--- config.mk ---
export PLATFORM = sky130hd
export DESIGN_NAME = snr_sweep_ctrl
export DESIGN_NICKNAME = d
export VERILOG_FILES = /design/src/rtl/snr_sweep_ctrl.sv
export SDC_FILE = /design/constraint.sdc
export NUM_CORES = 1
export LEC_CHECK = 0
export BUFFER_PORTS_ARGS = -buffer_cell sky130_fd_sc_hd__buf_2
export CORE_ASPECT_RATIO = 0.6
export CORE_MARGIN = 2
export CORE_UTILIZATION = 45
export DETAILED_ROUTE_END_ITERATION = 10
export SLEW_MARGIN = 20
export SYNTH_ARGS = -nofsm -noshare
export SYNTH_HDL_FRONTEND = slang
export SYNTH_SLANG_ARGS = --single-unit
export TNS_END_PERCENT = 30
--- constraint.sdc ---
create_clock -name clk -period 4.3 [get_ports clk]
set_clock_uncertainty 0.1 [all_clocks]
set_input_delay 0.215 -clock clk [delete_from_list [all_inputs] [get_ports clk]]
set_output_delay 0.215 -clock clk [all_outputs]
set_load 0.05 [all_outputs]
--- src/rtl/snr_sweep_ctrl.sv ---
// SNR sweep sequencer for the RM(1,4) test chain.
// Walks the attenuation shifter through its six gain codes, runs a fixed
// number of frames per code, accumulates decoder error reports and hands
// one result record per code to the host over a valid/ready handshake.
module snr_sweep_ctrl #(
   parameter int FRAMES_PER_STEP = 1024,  // 1..65535
   parameter int SETTLE_CYCLES   = 2,     // minimum 1
   parameter int TIMEOUT         = 4096,  // minimum 2
   parameter int ERR_W           = 24
) (
   input  logic             clk,
   input  logic             rst_n,
   input  logic             start,
   input  logic             abort,
   output logic [2:0]       atten_sel,
   output logic             frame_start,
   input  logic             frame_done,
   input  logic [4:0]       frame_bit_errs,
   output logic             res_valid,
   input  logic             res_ready,
   output logic [2:0]       res_step,
   output logic [2:0]       res_sel,
   output logic [ERR_W-1:0] res_bit_errs,
   output logic [15:0]      res_frame_errs,
   output logic [15:0]      res_timeouts,
   output logic             busy,
   output logic             done
);

   localparam int TW = $clog2(TIMEOUT + 1);
   localparam int SW = (SETTLE_CYCLES > 1) ? $clog2(SETTLE_CYCLES) : 1;

   typedef enum logic [2:0] {
      S_IDLE, S_SETTLE, S_ISSUE, S_WAIT, S_REPORT, S_DONE
   } state_t;

   state_t          state;
   logic [2:0]      step;
   logic [SW-1:0]   scnt;
   logic [15:0]     fcnt;
   logic [TW-1:0]   to_cnt;   // cycles elapsed since the current frame_start

   // Gain table; codes 011 and 110 are not valid shifter settings.
   function automatic logic [2:0] step_code(input logic [2:0] s);
      case (s)
         3'd0:    step_code = 3'b000;
         3'd1:    step_code = 3'b001;
         3'd2:    step_code = 3'b010;
         3'd3:    step_code = 3'b100;
         3'd4:    step_code = 3'b101;
         default: step_code = 3'b111;
      endcase
   endfunction

   logic [ERR_W:0]   bit_sum;
   logic [ERR_W-1:0] bit_next;
   logic [15:0]      ferr_next;
   logic [15:0]      to_next;
   logic             to_exp;
   logic             last_frame;
   logic [2:0]       step_inc;

   // Saturating accumulator updates and frame/timeout terminal conditions
   assign bit_sum    = {1'b0, res_bit_errs} + (ERR_W+1)'(frame_bit_errs);
   assign bit_next   = bit_sum[ERR_W] ? '1 : bit_sum[ERR_W-1:0];
   assign ferr_next  = (res_frame_errs == 16'hFFFF) ? res_frame_errs : res_frame_errs + 16'd1;
   assign to_next    = (res_timeouts == 16'hFFFF) ? res_timeouts : res_timeouts + 16'd1;
   assign to_exp     = (to_cnt == TW'(TIMEOUT - 1));
   assign last_frame = (fcnt == 16'(FRAMES_PER_STEP - 1));
   assign step_inc   = step + 3'd1;

   // Sweep FSM with registered outputs; abort outranks every other input
   always_ff @(posedge clk or negedge rst_n) begin
      if (!rst_n) begin
         state          <= S_IDLE;
         step           <= '0;
         scnt           <= '0;
         fcnt           <= '0;
         to_cnt         <= '0;
         atten_sel      <= 3'b111;
         frame_start    <= 1'b0;
         res_valid      <= 1'b0;
         res_step       <= '0;
         res_sel        <= '0;
         res_bit_errs   <= '0;
         res_frame_errs <= '0;
         res_timeouts   <= '0;
         busy           <= 1'b0;
         done           <= 1'b0;
      end else if (abort) begin
         // Result fields keep their last values so the host can inspect them.
         state       <= S_IDLE;
         step        <= '0;
         scnt        <= '0;
         fcnt        <= '0;
         to_cnt      <= '0;
         atten_sel   <= 3'b111;
         frame_start <= 1'b0;
         res_valid   <= 1'b0;
         busy        <= 1'b0;
         done        <= 1'b0;
      end else begin
         case (state)
            S_IDLE: begin
               if (start) begin
                  step           <= '0;
                  scnt           <= '0;
                  fcnt           <= '0;
                  atten_sel      <= step_code(3'd0);
                  res_step       <= '0;
                  res_sel        <= step_code(3'd0);
                  res_bit_errs   <= '0;
                  res_frame_errs <= '0;
                  res_timeouts   <= '0;
                  busy           <= 1'b1;
                  state          <= S_SETTLE;
               end
            end
            S_SETTLE: begin
               if (scnt == SW'(SETTLE_CYCLES - 1)) begin
                  scnt        <= '0;
                  frame_start <= 1'b1;
                  state       <= S_ISSUE;
               end else begin
                  scnt <= scnt + 1'b1;
               end
            end
            S_ISSUE: begin
               frame_start <= 1'b0;
               to_cnt      <= TW'(1);
               state       <= S_WAIT;
            end
            S_WAIT: begin
               if (frame_done || to_exp) begin
                  // A report landing on the expiry cycle still counts as a report.
                  if (frame_done) begin
                     res_bit_errs <= bit_next;
                     if (frame_bit_errs != 5'd0)
                        res_frame_errs <= ferr_next;
                  end else begin
                     res_timeouts <= to_next;
                  end
                  to_cnt <= '0;
                  if (last_frame) begin
                     fcnt      <= '0;
                     res_valid <= 1'b1;
                     state     <= S_REPORT;
                  end else begin
                     fcnt        <= fcnt + 16'd1;
                     frame_start <= 1'b1;
                     state       <= S_ISSUE;
                  end
               end else begin
                  to_cnt <= to_cnt + 1'b1;
               end
            end
            S_REPORT: begin
               if (res_ready) begin
                  res_valid <= 1'b0;
                  if (step == 3'd5) begin
                     done      <= 1'b1;
                     atten_sel <= 3'b111;
                     state     <= S_DONE;
                  end else begin
                     step           <= step_inc;
                     atten_sel      <= step_code(step_inc);
                     res_step       <= step_inc;
                     res_sel        <= step_code(step_inc);
                     res_bit_errs   <= '0;
                     res_frame_errs <= '0;
                     res_timeouts   <= '0;
                     scnt           <= '0;
                     state          <= S_SETTLE;
                  end
               end
            end
            S_DONE: begin
               done  <= 1'b0;
               busy  <= 1'b0;
               state <= S_IDLE;
            end
            default: state <= S_IDLE;
         endcase
      end
   end

endmodule

* Yosys cells after proc, flatten, opt, wreduce, memory -nomap -nowiden *
Index checks and enable logic that the tools add are counted.

storage, ports and cells
  flip-flop bits (word level) = 105
  bits of input ports = 11
  output and inout bits = 69
  word-level logic and storage cells = 151

cells by class
  add/subtract/negate cells = 7
  eq/ne operators = 31
  multiplexer cells = 70
  bitwise logic cells = 1
  reductions and logical operators = 27

operators by type and width
  operator                                                                  count
  16-bit 2-to-1 mux                                                         13
  24-bit 2-to-1 mux                                                         6
  16-bit one-hot mux with 3 select lines                                    2
  24-bit one-hot mux with 3 select lines                                    1
  16-bit by 1-bit adder with 16-bit output (second input constant)          3
  3-bit 2-to-1 mux                                                          16
  16-bit equality test (second input constant)                              2
  16-bit one-hot mux with 2 select lines                                    1
  3-bit one-hot mux with 5 select lines                                     2
  13-bit 2-to-1 mux                                                         2
  13-bit one-hot mux with 2 select lines                                    1
  24-bit by 5-bit adder with 25-bit output                                  1
  3-bit inequality test (second input constant)                             8
  3-bit nonzero test                                                        7
  4-bit AND reduction                                                       5
  1-bit 2-to-1 mux                                                          18
  2-bit inequality test (second input constant)                             9
  3-bit one-hot mux with 2 select lines                                     3
  16-bit by 10-bit equality test with 1-bit output (second input constant)  1
  13-bit by 1-bit adder with 13-bit output (second input constant)          1
  13-bit by 12-bit equality test with 1-bit output (second input constant)  1
  3-bit by 2-bit equality test with 1-bit output (second input constant)    4
  3-bit equality test (second input constant)                               4
  3-bit AND reduction                                                       3
  other kinds (16)                                                          22

* Depth between registers and ports, before layout *
  depth after elaboration = 7
  depth in mapped cells = 9
  gate-level depth less buffers = 7

* Worst setup path after synthesis *
No wires, ideal clock.

  path kind = register -> register
  from = reg res_bit_errs[0]
  to = reg res_bit_errs[11]
  library setup time = 0.126 ns
  arrival = 2.509 ns
  data required time = 4.074 ns
  slack = 1.565 ns
  stages on the path, launching flop included = 9
  period minus slack after synthesis = 2.735 ns
  cell sequence = dfrtp_1 ha_1 fa_1 a21o_1 a22o_1 nand3_1 clkbuf_1 o31ai_1 a221o_1

between the ends
  word-level cells in the longest chain between the ends = 5

ends and longest elaborated chain
  item                                      RTL line  text
  start: declaration                        23        output logic [ERR_W-1:0] res_bit_errs,
  start signal: assignment                  137       res_bit_errs <= bit_next;
  24-bit by 5-bit adder with 25-bit output  64        assign bit_sum = {1'b0, res_bit_errs} + (ERR_W+1)'(frame_bit_errs);
  24-bit 2-to-1 mux                         65        assign bit_next = bit_sum[ERR_W] ? '1 : bit_sum[ERR_W-1:0];
  24-bit 2-to-1 mux                         136       if (frame_done) begin
  24-bit 2-to-1 mux                         134       if (frame_done || to_exp) begin
  24-bit one-hot mux with 3 select lines    103       case (state)

Every way passes these cells. The select of a mux whose other input is x is not followed.
A chain may end at the register's enable or synchronous reset.

* Final worst setup path *
  from = reg step[1]
  to = reg res_bit_errs[14]

between the ends
  word-level cells in the longest chain between the ends = 3

ends and longest elaborated chain
  item                             RTL line  text
  start: declaration               38        logic [2:0] step;
  start signal: assignment         165       step <= step_inc;
  3-bit equality test              160       if (step == 3'd5) begin
  2-bit inequality test (no line)  n/a
  7-bit AND reduction (no line)    n/a

Every way passes these cells.

==> flow_metrics.env <==
export IMPL_cp_arrival_ns=3.07
export IMPL_clock_latency_ns=0.35
export IMPL_postCtsSetupBuffers=0
export IMPL_synth_ff_type="dfrtp_1"
export IMPL_crit_required_ns=4.40
export IMPL_yosysWarnings=0
export IMPL_combPwrFrac=0.256
export IMPL_vias=5798
export IMPL_leakagePower_uw=0.00304
export IMPL_final_nets=777
export IMPL_grt_max_degree=60
export IMPL_hold_worst_slack_ns=0.0827
export IMPL_design_core_area_sq_mm=0.0130
export IMPL_hold_buffers=1
export IMPL_hp_class="input pin to flop"
export IMPL_maxSlewViolCount=0
export IMPL_fmaxAchievable_mhz=336
export IMPL_async_reset_ff_frac=1.00
export IMPL_io_pin_count=80
export IMPL_path_class="flop to flop"
export IMPL_viasPerCell=6.26
export IMPL_clkTransAtPathRegs_ns=0.07
export IMPL_diodes=0
export IMPL_io_buffers=79
export IMPL_pre_cts_ws_ns=1.36
export IMPL_syn_area_sq_mm=0.00608
export IMPL_gp_congestion=0.864
export IMPL_drc_errors=0
export IMPL_cap_violations=0
export IMPL_grt_use_total=0.240
export IMPL_start_util=0.467
export IMPL_fin_ws_ns=1.33
export IMPL_dieHeight_um=94.0
export IMPL_drtAntennaViolNets=0
export IMPL_max_slew_margin_rel=0.292
export IMPL_dp_hpwl_mm=11.5
export IMPL_cp_start_kind="flop"
export IMPL_first_pass_iters=5
export IMPL_ys_ff_latch=105
export IMPL_grt_pass1_wl_mm=27.8
export IMPL_clockPowerShare=0.326
export IMPL_rsz0062_at_grt="no"
export IMPL_cp_max_fo=16
export IMPL_antenna_found_initial=0
export IMPL_htreeDepth=3
export IMPL_rows=32
export IMPL_netlist_cell_type_count=70
export IMPL_power_density_mw_per_mm2=386
export IMPL_routed_wl_mm=16.6
export IMPL_ys_seq_area_frac=0.433
export IMPL_synth_area_leader_cell="dfrtp_1"
export IMPL_syn_nets=711
export IMPL_layout_drive_gt1_share=0.163
export IMPL_post_route_period_util=0.692
export IMPL_synth_area_leaders="dfrtp_1 42%, o21ai_0 5.3%, nand2_1 4.3%"
export IMPL_worst_slew_pin_slew_ns=1.06
export IMPL_die_w_um=154
export IMPL_tns_ns=0
export IMPL_power_uw=2680
export IMPL_yosysMostFrequentCell="dfrtp_1"
export IMPL_syn_area_per_cell_sq_um=8.88
export IMPL_final_core_utilization=0.533
export IMPL_grt_pass1_vias=5308
export IMPL_grt_overflow_total=0
export IMPL_tritoncts="done"
export IMPL_clock_sinks=105
export IMPL_netSwitchingFraction=0.357
export IMPL_die_area_sq_mm=0.0145
export IMPL_period_needed_ns=2.97
export IMPL_cts_resized=0
export IMPL_synth_cells=685
export IMPL_numCtsBuffers=9
export IMPL_vdd_drop_max_mv=0.169
export IMPL_synthTopCellsByCount="102 x dfrtp_1, 69 x nand2_1, 64 x o21ai_0, 43 x nor2_1, 42 x a21oi_1"
export IMPL_wire_per_inst_um=18.0
export IMPL_status="completed"
export IMPL_synth_top_area_share=0.420
export IMPL_worstSetupEndpointType="flop"
export IMPL_syn_to_final_growth_pct=14.0
export IMPL_cell_internal_pwr_uw=1720
export IMPL_drt_initial_drc_count=468
export IMPL_power_switching_uw=955
export IMPL_setup_viol=0
export IMPL_hold_viol_final=0
export IMPL_cts_root_buf="clkbuf_16"
export IMPL_synth_edf_count=0
export IMPL_p_seq_frac=0.418
export IMPL_clockBufferDepth=2
==> power by group through the flow <==
stage	Clock, uW	Combinational, uW	Sequential (uW)
2_1_floorplan	0	397	1230
3_3_place_gp	0	669	1130
3_5_place_dp	0	676	1140
4_1_cts	896	680	1120
5_1_grt	933	750	1130
6_report	872	686	1120
==> through the flow <==
stage,cell area [sq um],instances
3_5_place_dp,6600,909
6_report,6930,926
5_1_grt,6930,926
4_1_cts,6930,926
3_3_place_gp,6600,909
2_1_floorplan,6080,685
==> final cells by class <==
cell class | count | area, sq um
Clock buffer | 13 | 270
Timing Repair Buffer | 86 | 453
Tap cell | 170 | 213
Inverter | 24 | 90.1
Multi-Input combinational cell | 525 | 3230
Fill cell | 1198 | 6080
Sequential cell | 105 | 2630
Clock inverter | 3 | 47.5
==> critical path, stage by stage, from the launching register on <==
cell,delay (ns)
dfrtp_1,0.45
inv_1,0.10
ha_1,0.21
a21boi_0,0.50
o211a_1,0.28
nand2b_1,0.39
nor2_1,0.67
nor3_1,0.13
==> flip-flops by register name, summed over array words and instances, names as in the netlist <==
name	count
scnt	1
step	3
res_step	3
res_bit_errs	24
done	1
res_valid	1
res_sel	3
frame_start	1
fcnt	16
res_frame_errs	16
atten_sel	3
busy	1
to_cnt	13
state	3
res_timeouts	16
==> cell families (layout without fill, tap and decap cells) <==
group,count (synthesis),count (layout),share of synthesized area
AOI/OAI and AO/OA,247,247,0.268
and+or+nand+nor,257,257,0.220
xor gates and xnor gates,4,4,0.00576
DFF,105,105,0.433
adders and majority gates,15,15,0.0321
buffers and inverters,55,126,0.0375
muxes,2,2,0.00350
==> worst paths after layout <==
kind	start	slack, ns	to	cells after the start
setup / recovery	step[1]	1.33	res_bit_errs[14]	7
hold / removal	res_ready	0.08	res_valid	2
setup reg to reg	step[1]	1.33	res_bit_errs[14]	7
hold reg to reg	res_step[2]	0.37	res_step[2]	2
max in group asynchronous	rst_n	3.07	step[2]	3
min in group asynchronous	rst_n	0.42	res_frame_errs[6]	3
==> per-layer routing <==
| layer | vias up | GRT usage | part of all wire |
|---|---|---|---|
| met5 | - | 0 | 0 |
| met4 | 0 | 0.0576 | 0.0085 |
| met3 | 12 | 0.0424 | 0.065 |
| met2 | 230 | 0.347 | 0.41 |
| met1 | 2812 | 0.369 | 0.51 |
| li1 | 2744 | - | - |
==> cells in the final DEF (no fill, tap or decap), drive strengths merged, types with 6 or more instances in the layout <==
cell type and instances:
a211oi 8, a21o 9, a21oi 42, a22o 8, a2bb2oi 6, a31oi 37, a41oi 10, and2 6
and3 10, and4 7, buf 85, clkbuf 13, dfrtp 102, ha 14, inv 24, nand2 71
nand2b 9, nand3 32, nand4 16, nor2 46, nor3 25, nor4 11, o21ai 65, o31ai 16
or3 8
Note: power is estimated with default switching activity, not from simulation.
